===== src/rtl/i2s_tx_ctl_pkg.sv =====
// Shared constants, buffer state type and word-select helper for the I2S transmit controller.
package i2s_tx_ctl_pkg;

  localparam int unsigned FRAME_BITS = 64;
  localparam int unsigned HALF_FRAME = 32;
  localparam int unsigned SAMPLE_W   = 16;
  localparam int unsigned POSN_W     = $clog2(FRAME_BITS);
  localparam int unsigned UCNT_W     = 8;

  localparam logic [POSN_W-1:0] LOAD_POSN = POSN_W'(FRAME_BITS - 1);

  typedef enum logic {
    BUF_EMPTY = 1'b0,
    BUF_FULL  = 1'b1
  } buf_state_t;

  // Word select for the bit after posn: right channel occupies the upper half-frame.
  function automatic logic ws_for(input logic [POSN_W-1:0] posn);
    logic [POSN_W-1:0] nxt;
    nxt = posn + 1'b1;
    return (32'(nxt) >= HALF_FRAME);
  endfunction

endpackage


===== src/rtl/i2s_tx_ctl_if.sv =====
// Sample-pair handshake between the audio source and the I2S transmit controller.
interface i2s_tx_ctl_if;
  import i2s_tx_ctl_pkg::*;

  logic                in_valid;
  logic                in_ready;
  logic [SAMPLE_W-1:0] in_left;
  logic [SAMPLE_W-1:0] in_right;

  modport master (
    output in_valid,
    output in_left,
    output in_right,
    input  in_ready
  );

  modport slave (
    input  in_valid,
    input  in_left,
    input  in_right,
    output in_ready
  );

endinterface


===== src/rtl/i2s_prescaler.sv =====
// Bit-period prescaler: one-cycle en strobe at the end of each period and a registered sck.
module i2s_prescaler #(
  parameter int unsigned CLK_DIV = 8
) (
  input  logic ck,
  input  logic rst,
  input  logic run,
  output logic en,
  output logic sck
);

  localparam int unsigned CW = $clog2(CLK_DIV);
  localparam logic [CW-1:0] LAST = CW'(CLK_DIV - 1);
  localparam logic [CW-1:0] HALF = CW'(CLK_DIV / 2);

  logic [CW-1:0] cnt;
  logic [CW-1:0] cnt_nxt;

  always_comb begin
    cnt_nxt = '0;
    if (run) begin
      cnt_nxt = (cnt == LAST) ? '0 : cnt + 1'b1;
    end
  end

  // en and sck are registered from the next count so they always match the count they decode.
  always_ff @(posedge ck or posedge rst) begin
    if (rst) begin
      cnt <= '0;
      en  <= 1'b0;
      sck <= 1'b0;
    end else begin
      cnt <= cnt_nxt;
      en  <= (cnt_nxt == LAST);
      sck <= (cnt_nxt >= HALF);
    end
  end

endmodule


===== src/rtl/i2s_tx_ctl.sv =====
// I2S transmit controller: frame timing, word select, one-deep sample buffer and underrun tracking.
module i2s_tx_ctl
  import i2s_tx_ctl_pkg::*;
#(
  parameter int unsigned CLK_DIV = 8
) (
  input  logic                ck,
  input  logic                rst,
  input  logic                run,
  i2s_tx_ctl_if.slave         smp,
  output logic                en,
  output logic [POSN_W-1:0]   frame_posn,
  output logic [SAMPLE_W-1:0] left,
  output logic [SAMPLE_W-1:0] right,
  output logic                sck,
  output logic                ws,
  output logic                underrun,
  output logic [UCNT_W-1:0]   underrun_count
);

  buf_state_t          buf_q;
  buf_state_t          buf_d;
  logic                accept;
  logic                xfer;
  logic [SAMPLE_W-1:0] buf_l;
  logic [SAMPLE_W-1:0] buf_r;

  i2s_prescaler #(
    .CLK_DIV(CLK_DIV)
  ) u_prescaler (
    .ck (ck),
    .rst(rst),
    .run(run),
    .en (en),
    .sck(sck)
  );

  // run gates the transfer so an en left over from the cycle run fell never loads a frame.
  assign xfer         = run & en & (frame_posn == LOAD_POSN);
  assign smp.in_ready = (buf_q == BUF_EMPTY);

  always_ff @(posedge ck or posedge rst) begin
    if (rst) begin
      buf_q <= BUF_EMPTY;
    end else begin
      buf_q <= buf_d;
    end
  end

  always_comb begin
    buf_d  = buf_q;
    accept = 1'b0;
    case (buf_q)
      BUF_EMPTY: begin
        if (smp.in_valid) begin
          accept = 1'b1;
          buf_d  = BUF_FULL;
        end
      end
      BUF_FULL: begin
        if (xfer) begin
          buf_d = BUF_EMPTY;
        end
      end
      default: buf_d = BUF_EMPTY;
    endcase
  end

  always_ff @(posedge ck or posedge rst) begin
    if (rst) begin
      buf_l <= '0;
      buf_r <= '0;
    end else if (accept) begin
      buf_l <= smp.in_left;
      buf_r <= smp.in_right;
    end
  end

  always_ff @(posedge ck or posedge rst) begin
    if (rst) begin
      frame_posn <= '0;
      ws         <= 1'b0;
    end else if (!run) begin
      frame_posn <= '0;
      ws         <= 1'b0;
    end else if (en) begin
      frame_posn <= frame_posn + 1'b1;
      ws         <= ws_for(frame_posn);
    end
  end

  // An empty buffer at transfer time sends silence; a pair accepted on that same edge waits a frame.
  always_ff @(posedge ck or posedge rst) begin
    if (rst) begin
      left           <= '0;
      right          <= '0;
      underrun       <= 1'b0;
      underrun_count <= '0;
    end else if (xfer) begin
      if (buf_q == BUF_FULL) begin
        left  <= buf_l;
        right <= buf_r;
      end else begin
        left     <= '0;
        right    <= '0;
        underrun <= 1'b1;
        if (underrun_count != '1) begin
          underrun_count <= underrun_count + 1'b1;
        end
      end
    end
  end

endmodule


===== src/flat_wrapper.sv =====
// flat-port wrapper written by rule: the top's interface ports become plain ports
module i2s_tx_ctl_flat import i2s_tx_ctl_pkg::*;
#(
  parameter int unsigned CLK_DIV = 8
)
  (ck, rst, run, en, frame_posn, left, right, sck, ws, underrun, underrun_count, smp_in_valid, smp_in_left, smp_in_right, smp_in_ready);
  i2s_tx_ctl_if smp_i ();
  input  logic ck;
  input  logic rst;
  input  logic run;
  output logic en;
  output logic [POSN_W-1:0] frame_posn;
  output logic [SAMPLE_W-1:0] left;
  output logic [SAMPLE_W-1:0] right;
  output logic sck;
  output logic ws;
  output logic underrun;
  output logic [UCNT_W-1:0] underrun_count;
  input wire logic [$bits(smp_i.in_valid)-1:0] smp_in_valid;
  input wire logic [$bits(smp_i.in_left)-1:0] smp_in_left;
  input wire logic [$bits(smp_i.in_right)-1:0] smp_in_right;
  output wire logic [$bits(smp_i.in_ready)-1:0] smp_in_ready;
  assign smp_i.in_valid = smp_in_valid;
  assign smp_i.in_left = smp_in_left;
  assign smp_i.in_right = smp_in_right;
  assign smp_in_ready = smp_i.in_ready;
  i2s_tx_ctl #(.CLK_DIV(CLK_DIV)) u_core (.ck(ck), .rst(rst), .run(run), .smp(smp_i), .en(en), .frame_posn(frame_posn), .left(left), .right(right), .sck(sck), .ws(ws), .underrun(underrun), .underrun_count(underrun_count));
endmodule

===== config.mk =====
export PLATFORM = sky130hd
export DESIGN_NAME = i2s_tx_ctl_flat
export DESIGN_NICKNAME = d
export VERILOG_FILES = /design/src/rtl/i2s_tx_ctl_pkg.sv /design/src/rtl/i2s_tx_ctl_if.sv /design/src/rtl/i2s_prescaler.sv /design/src/rtl/i2s_tx_ctl.sv /design/src/flat_wrapper.sv
export SDC_FILE = /design/constraint.sdc
export NUM_CORES = 1
export LEC_CHECK = 0
export CAP_MARGIN = 20
export CORE_UTILIZATION = 49
export CTS_BUF_LIST = sky130_fd_sc_hd__clkbuf_16
export CTS_CLUSTER_DIAMETER = 150
export CTS_CLUSTER_SIZE = 10
export DETAILED_ROUTE_END_ITERATION = 10
export PLACE_DENSITY_LB_ADDON = 0.08
export SYNTH_ARGS = -nofsm -noshare
export SYNTH_HDL_FRONTEND = slang
export SYNTH_SLANG_ARGS = --single-unit

===== constraint.sdc =====
create_clock -name ck -period 3.4 [get_ports ck]
set_input_delay 0.68 -clock ck [delete_from_list [all_inputs] [get_ports ck]]
set_output_delay 0.68 -clock ck [all_outputs]
set_load 0.05 [all_outputs]

==> impl_metrics.env, run 1 <==
export IMPL_antenna_found_initial=0
export IMPL_ys_top_cells_by_count="dfrtp_1 (85), nand2_1 (66), nand3_1 (37)"
export IMPL_synth_top_area_frac=0.616
export IMPL_avgSynthCellArea_um2=11.9
export IMPL_path_cells="clkdlybuf4s50_1"
export IMPL_cp_slowest_cell="clkdlybuf4s50_1"
export IMPL_crit_fanout=10
export IMPL_drc_errors=0
export IMPL_synth_edf_count=0
export IMPL_antenna_cells=0
export IMPL_cts_num_sinks=85
export IMPL_met2_usage=0.311
export IMPL_synth_compound_area_share=0.00507
export IMPL_cp_required_ps=2720
export IMPL_synthArstFlopShare=1.00
export IMPL_drt_wl_total_um=6650
export IMPL_ys_seq_area_frac=0.616
export IMPL_synth_most_common_cell="dfrtp_1"
export IMPL_arrival_ps=1770
export IMPL_post_place_ws_ps=682
export IMPL_first_pass_iters=4
export IMPL_holdWs_ps=453
export IMPL_syn2layout_area_growth_pct=37.6
export IMPL_startpoint_type="flop"
export IMPL_fin_crit_sh=0.722
export IMPL_ir_drop_uv=362
export IMPL_die_y_um=86.0
export IMPL_chipWidth_um=86.0
export IMPL_ys_seq_elements=85
export IMPL_min_period_ps=2450
export IMPL_final_antenna_net_count=0
export IMPL_vias=2361
export IMPL_fin_ws_ps=946
export IMPL_grt_pass1_wl_um=10800
export IMPL_synth_cells=291
export IMPL_clk_latency_ps=330
export IMPL_syn_area_um2=3450
export IMPL_cts_tree="done"
export IMPL_fin_util=0.700
export IMPL_seq_power_share=0.478
export IMPL_grt_ovfl_total=0
export IMPL_rsz0062_at_grt="no"
export IMPL_switchingPower_mw=0.549
export IMPL_ys_warn_count=0
export IMPL_clkPwrFrac=0.422
export IMPL_ys_flop_type="dfrtp_1"
export IMPL_drt_iter0_markers=98
export IMPL_critPathCaptureType="output port"
export IMPL_p_comb_frac=0.100
export IMPL_synth_cell_types=31
export IMPL_grt_use_met1=0.247
export IMPL_slew_violations=0
export IMPL_p_leak_nw=2.23
export IMPL_outcome="finished, final reports clean"
export IMPL_dieArea_um2=7390
export IMPL_swShare=0.212
export IMPL_cts_buffers=9
export IMPL_relSlewSlack=0.540
export IMPL_cts_resized=0
export IMPL_place_port_buffers=86
export IMPL_vias_per_cell=4.95
export IMPL_setup_worst_path_class="flop to output port"
export IMPL_fin_nets=416
export IMPL_maxCapViolations=0
export IMPL_final_setup_skew_ps=3.85
export IMPL_clock_fmax_ghz=0.408
export IMPL_tightest_slew_ps=690
export IMPL_holdBufCountCts=0
export IMPL_synth_area_top_cells="dfrtp_1 (62%), mux2_2 (10%), nand2_1 (7.2%)"
export IMPL_clkTransAtPathRegs_ps=60
export IMPL_grt_pass1_vias=2286
export IMPL_ctsHtreeMaxLevel=3
export IMPL_ios=87
export IMPL_post_synth_mux_area_share=0.116
export IMPL_final_cells=477
export IMPL_routedWlPerCell_um=13.9
export IMPL_syn_num_nets=331
export IMPL_post_cts_buffers=0
export IMPL_rows=30
export IMPL_synth_top_area_cell="dfrtp_1"
export IMPL_synth_top_family_by_area="simple AND/OR/NAND/NOR gates"
export IMPL_start_util=0.508
export IMPL_grt_use_total=0.190
export IMPL_place_hpwl_um=4090
export IMPL_clock_path_buffers=2
export IMPL_path_delay_family="buffers and inverters"
export IMPL_cts_root_buf="clkbuf_16"
export IMPL_hold_viol=0
export IMPL_critical_path_buf_inv_count=1
export IMPL_setup_violations=0
export IMPL_min_path_type="flop to flop"
export IMPL_gp_congestion=0.729
export IMPL_synth_simple_gate_area_share=0.190
export IMPL_max_stage_delay_ps=880
export IMPL_grt_use_met3=0.0549
export IMPL_dp_cells=460
export IMPL_top_usage_layer="met2"
export IMPL_internal_power_mw=2.04
export IMPL_core_um2=6790
export IMPL_synth_xor_area_share=0.0304
export IMPL_finalSetupTns_ps=0
export IMPL_synthAdderAreaFrac=0.0145
export IMPL_drive_above_1_share=0.160
export IMPL_p_per_area_nw_per_um2=545
export IMPL_grt_start_max_net_pins=47
## layer usage
metal	vias up	wire length (µm)
li1	1144	-
met1	1160	3170
met2	52	3140
met3	5	272
met4	0	65
met5	-	0
## power by group through the flow
| stage | sequential, mW | combinational, mW | clock (mW) |
|---|---|---|---|
| after CTS | 1.24 | 0.264 | 1.12 |
| after global placement | 1.25 | 0.255 | 0 |
| after global routing | 1.26 | 0.287 | 1.16 |
| after detailed placement | 1.25 | 0.263 | 0 |
| after floorplan | 1.24 | 0.183 | 0 |
| final | 1.24 | 0.259 | 1.09 |
## through the flow
stage	total power, mW	area, µm²
after global routing	2.71	4750
after global placement	1.50	4400
final	2.59	4750
after floorplan	1.42	3450
after detailed placement	1.52	4400
after CTS	2.62	4740
## cell usage in the layout (no fill, tap or decap), types with 2 or more instances in the layout
cell	netlist	layout
and2_1	7	7
and3_1	4	4
and3b_1	2	2
buf_4	0	3
bufinv_16	0	3
clkbuf_16	0	9
clkdlybuf4s50_1	0	86
clkinv_4	0	2
dfrtp_1	85	85
ha_1	4	4
inv_1	2	2
mux2_2	32	32
mux2_4	2	2
nand2_1	66	66
nand3_1	37	37
nand4_1	5	5
xnor2_1	10	10
xor2_1	2	2
## final cells by class
class,instances,area [µm²]
clock buffers,9,225
clock inverters,7,115
fillers,509,2040
inverters,2,8.76
multi-input cells,187,1240
flip-flops and latches,85,2130
well taps,96,120
repair buffers,91,918
## final timing paths
| kind | startpoint | endpoint | slack (ps) | cells past startpoint |
|---|---|---|---|---|
| max in group asynchronous | rst | u_core.buf_q | 1970 | 3 |
| worst min-delay path | u_core.u_prescaler.cnt[0] | u_core.u_prescaler.cnt[0] | 450 | 1 |
| worst max-delay path | u_core.u_prescaler.en | en | 950 | 1 |
| worst max register to register | u_core.frame_posn[0] | u_core.left[7] | 1550 | 6 |
| min in group asynchronous | rst | u_core.frame_posn[1] | 760 | 2 |
| worst min register to register | u_core.u_prescaler.cnt[0] | u_core.u_prescaler.cnt[0] | 450 | 1 |
## cell families (layout without fill, tap and decap cells)
| kind of cell | Yosys count | count (layout) |
|---|---|---|
| XOR/XNOR | 12 | 12 |
| flip-flops | 85 | 85 |
| AO/OA/AOI/OAI | 3 | 3 |
| adder cells (fa/ha/maj) | 4 | 4 |
| buffers and inverters | 19 | 109 |
| multiplexers | 35 | 35 |
| AND/OR/NAND/NOR | 133 | 133 |
## state kept, by name, summed over array words and instances, names as in the netlist
signal / flops
u_core.underrun: 1
u_core.buf_r: 16
u_core.buf_l: 16
u_core.left: 16
u_core.buf_q: 1
u_core.u_prescaler.cnt: 3
u_core.underrun_count: 8
u_core.ws: 1
u_core.frame_posn: 6
u_core.right: 16
u_core.u_prescaler.en: 1
Power figures use the tool's default switching activity.
==> inputs of run 2 (changes only) <==
clock period = 2.3 ns   (was 3.4 ns; I/O delays follow)
==> run 2 against run 1 <==
Effect of this change: sequential share of layout area about the same; core utilization increased by 0.055 points; combinational power increased by 49%; flip-flop and latch count unchanged; register-to-register slack got worse by 970 ps; sequential power increased by 48%; non-clock buffer count increased by 4; critical path depth unchanged; worst hold slack improved by 8.4 ps; via count increased by 2.3%; design area about the same.
==> impl_metrics.env, run 2 (synthesized netlist as in run 1, its figures left out) <==
export IMPL_path_cells="clkdlybuf4s50_1"
export IMPL_ios=87
export IMPL_clkTransAtPathRegs_ps=60
export IMPL_total_power_mw=3.59
export IMPL_core_um2=6790
export IMPL_cts_resized=0
export IMPL_dieArea_um2=7390
export IMPL_antenna_cells=0
export IMPL_outcome="finished, final reports clean"
export IMPL_chipWidth_um=86.0
export IMPL_cts_num_sinks=85
export IMPL_start_util=0.508
export IMPL_setup_worst_path_class="flop to output port"
export IMPL_cp_slowest_cell="clkdlybuf4s50_1"
export IMPL_grt_pass1_wl_um=11200
export IMPL_drc_errors=0
export IMPL_antenna_found_initial=0
export IMPL_grt_ovfl_total=0
export IMPL_holdBufCountCts=0
export IMPL_fin_crit_sh=0.915
export IMPL_postLayoutCellArea_um2=4760
export IMPL_grt_use_total=0.199
export IMPL_finalSetupTns_ps=0
export IMPL_place_hpwl_um=4400
export IMPL_startpoint_type="flop"
export IMPL_fin_nets=420
export IMPL_routedWlPerCell_um=14.0
export IMPL_tightest_slew_ps=563
export IMPL_grt_pass1_vias=2340
export IMPL_max_stage_delay_ps=850
export IMPL_multiInputGateArea_um2=1240
export IMPL_layout_common_cells="clkdlybuf4s50_1 (85), dfrtp_1 (85), nand2_1 (66)"
export IMPL_clock_fmax_ghz=0.475
export IMPL_crit_fanout=5
export IMPL_vias=2416
export IMPL_p_per_area_nw_per_um2=755
export IMPL_final_setup_skew_ps=5.53
export IMPL_cts_tree="done"
export IMPL_drt_wl_total_um=6750
export IMPL_gp_congestion=0.729
export IMPL_grt_start_max_net_pins=36
export IMPL_first_pass_iters=4
export IMPL_min_path_type="flop to flop"
export IMPL_setup_violations=0
export IMPL_critical_path_buf_inv_count=1
export IMPL_holdWs_ps=462
export IMPL_placed_area_um2=4470
export IMPL_drive_above_1_share=0.169
export IMPL_clk_latency_ps=330
export IMPL_maxCapViolations=0
export IMPL_drt_iter0_markers=75
export IMPL_syn2layout_area_growth_pct=37.7
export IMPL_relSlewSlack=0.624
export IMPL_slew_violations=0
export IMPL_post_cts_buffers=0
export IMPL_final_antenna_net_count=0
export IMPL_fillers=509
export IMPL_min_period_ps=2110
export IMPL_vias_per_cell=5.02
export IMPL_path_delay_family="buffers and inverters"
export IMPL_arrival_ps=1650
export IMPL_ir_drop_uv=438
export IMPL_die_y_um=86.0
export IMPL_critPathCaptureType="output port"
export IMPL_place_port_buffers=86
export IMPL_fin_util=0.700
export IMPL_rsz0062_at_grt="no"
export IMPL_hold_viol=0
export IMPL_rows=30
export IMPL_cts_root_buf="clkbuf_16"
export IMPL_ctsHtreeMaxLevel=3
export IMPL_p_leak_nw=2.23
export IMPL_cp_required_ps=1840
export IMPL_seqCellArea_um2=2130
export IMPL_clock_path_buffers=2
export IMPL_cts_buffers=9
[run 2: cell types whose count changed in the layout (fill, tap and decap cells not counted), sizes merged]
| cell | change |
|---|---|
| clkinv | -1 |
| buf | +5 |
| bufinv | -2 |
| clkdlybuf4s50 | -1 |
| inv | +1 |
| clkinvlp | +2 |
[run 2: cell type report]
class | instances | area share
clock buffer | 9 | 0.0473
clock inverter | 7 | 0.0124
inverter | 2 | 0.00237
multi-input combinational | 187 | 0.260
sequential | 85 | 0.447
tap | 96 | 0.0252
timing repair buffer | 95 | 0.205
[run 2: worst paths after layout]
check	to	slack, ps	from	cells after the start
max	frame_posn[4]	190	u_core.frame_posn[4]	1
max in group asynchronous	u_core.buf_l[15]	1220	rst	3
min reg2reg	u_core.left[13]	460	u_core.left[13]	2
min	u_core.left[13]	460	u_core.left[13]	2
min in group asynchronous	u_core.frame_posn[0]	540	rst	2
max reg2reg	u_core.underrun_count[6]	580	u_core.frame_posn[0]	5
[run 2: stage by stage]
stage | instances | worst slack (ps)
floorplan | 291 | 420
global placement | 465 | 228
detailed placement | 465 | 191
CTS | 481 | 175
global route | 481 | 123
finish | 481 | 195
[run 2: report_power, final]
part | switching [mW] | internal (mW)
Clock | 0.547 | 0.825
Combinational | 0.135 | 0.250
Sequential | 0.116 | 1.72
[run 2: per-layer routing]
layer	vias to the layer above	GRT usage	part of all wire
met5	-	0	0
met4	0	0.0682	0.014
met3	9	0.0616	0.050
met2	56	0.316	0.48
met1	1192	0.262	0.46
li1	1159	-	-
==> inputs of run 3 (changes only) <==
MAX_ROUTING_LAYER = met4   (was default)
==> run 3 against run 2 <==
Effect of this change: sequential power about the same; combinational power about the same; clock skew is essentially flat; worst hold slack better by 0.83 ps; global-route usage up 0.57 points; die area unchanged; non-clock buffer count is the same; final cell count did not move.
==> impl_metrics.env, run 3 (synthesized netlist as in run 1, its figures left out) <==
export IMPL_outcome="finished, final reports clean"
export IMPL_clock_path_buffers=2
export IMPL_cts_resized=0
export IMPL_fin_nets=420
export IMPL_cts_root_buf="clkbuf_16"
export IMPL_vias=2426
export IMPL_setup_worst_path_class="flop to output port"
export IMPL_cp_slowest_cell="clkdlybuf4s50_1"
export IMPL_fin_crit_sh=0.917
export IMPL_critPathCaptureType="output port"
export IMPL_ir_drop_uv=439
export IMPL_cts_buffers=9
export IMPL_clkTransAtPathRegs_ps=60
export IMPL_min_path_type="flop to flop"
export IMPL_first_pass_iters=5
export IMPL_relSlewSlack=0.617
export IMPL_finalSetupTns_ps=0
export IMPL_path_delay_family="buffers and inverters"
export IMPL_antenna_found_initial=0
export IMPL_dp_cells=465
export IMPL_grt_pass1_wl_um=11200
export IMPL_cts_tree="done"
export IMPL_crit_fanout=5
export IMPL_setup_violations=0
export IMPL_gp_congestion=0.737
export IMPL_multiInputGateArea_um2=1240
export IMPL_ios=87
export IMPL_drc_errors=0
export IMPL_drt_iter0_markers=60
export IMPL_dieArea_um2=7390
export IMPL_path_cells="clkdlybuf4s50_1"
export IMPL_final_setup_skew_ps=5.63
export IMPL_rows=30
export IMPL_grt_start_max_net_pins=36
export IMPL_grt_use_total=0.205
export IMPL_slew_violations=0
export IMPL_cp_required_ps=1840
export IMPL_place_hpwl_um=4400
export IMPL_critical_path_buf_inv_count=1
export IMPL_p_leak_nw=2.23
export IMPL_hold_viol=0
export IMPL_arrival_ps=1650
export IMPL_total_power_mw=3.60
export IMPL_holdBufCountCts=0
export IMPL_start_util=0.508
export IMPL_max_stage_delay_ps=850
export IMPL_min_period_ps=2110
export IMPL_layout_common_cells="clkdlybuf4s50_1 (85), dfrtp_1 (85), nand2_1 (66)"
export IMPL_clock_fmax_ghz=0.474
export IMPL_routedWlPerCell_um=14.2
export IMPL_maxCapViolations=0
export IMPL_grt_ovfl_total=0
export IMPL_core_um2=6790
export IMPL_seqCellArea_um2=2130
export IMPL_die_y_um=86.0
export IMPL_place_port_buffers=86
export IMPL_final_antenna_net_count=0
export IMPL_post_cts_buffers=0
export IMPL_grt_pass1_vias=2348
export IMPL_cts_num_sinks=85
export IMPL_clk_latency_ps=330
export IMPL_p_per_area_nw_per_um2=756
export IMPL_rsz0062_at_grt="no"
export IMPL_tightest_slew_ps=574
export IMPL_syn2layout_area_growth_pct=37.7
export IMPL_fillers=509
export IMPL_antenna_cells=0
export IMPL_final_cells=481
export IMPL_vias_per_cell=5.04
export IMPL_drive_above_1_share=0.169
export IMPL_startpoint_type="flop"
export IMPL_drt_wl_total_um=6810
export IMPL_ctsHtreeMaxLevel=3
export IMPL_chipWidth_um=86.0
run 3: where the power goes:
part | leakage, nW | switching (mW) | internal [mW]
Sequential | 1.11 | 0.117 | 1.72
Clock | 0.145 | 0.548 | 0.825
Combinational | 0.974 | 0.136 | 0.250
Total | 2.23 | 0.801 | 2.80
run 3: path summary, 6_finish.rpt:
| check | cells after the start | slack, ps | to | start |
|---|---|---|---|---|
| worst max-delay path | 1 | 190 | frame_posn[4] | u_core.frame_posn[4] |
| worst max register to register | 5 | 590 | u_core.underrun_count[6] | u_core.frame_posn[0] |
| worst min register to register | 2 | 460 | u_core.left[13] | u_core.left[13] |
| max in group asynchronous | 3 | 1220 | u_core.buf_l[15] | rst |
| min in group asynchronous | 2 | 540 | u_core.frame_posn[0] | rst |
| worst min-delay path | 2 | 460 | u_core.left[13] | u_core.left[13] |
run 3: layout make-up:
cell class / count / share of cell area
Clock inverter: 7 / 0.0124
Tap cell: 96 / 0.0252
Inverter: 2 / 0.00237
Sequential cell: 85 / 0.447
Multi-Input combinational cell: 187 / 0.260
Clock buffer: 9 / 0.0473
Timing Repair Buffer: 95 / 0.205
run 3: metrics by stage:
stage          utilization  worst slack [ps]  instance area, µm²  hold slack (ps)
6_report             0.700               191                4760              463
2_1_floorplan            -               420                3460              428
3_3_place_gp         0.658               228                4470              449
3_5_place_dp         0.658               191                4470              455
4_1_cts              0.700               175                4760              466
5_1_grt              0.700               123                4760              480
run 3: per-layer routing:
layer	vias up	part of all wire	GRT usage
li1	1157	-	-
met1	1202	0.46	0.261
met2	58	0.48	0.317
met3	9	0.047	0.0587
met4	0	0.014	0.0682
met5	-	0	-
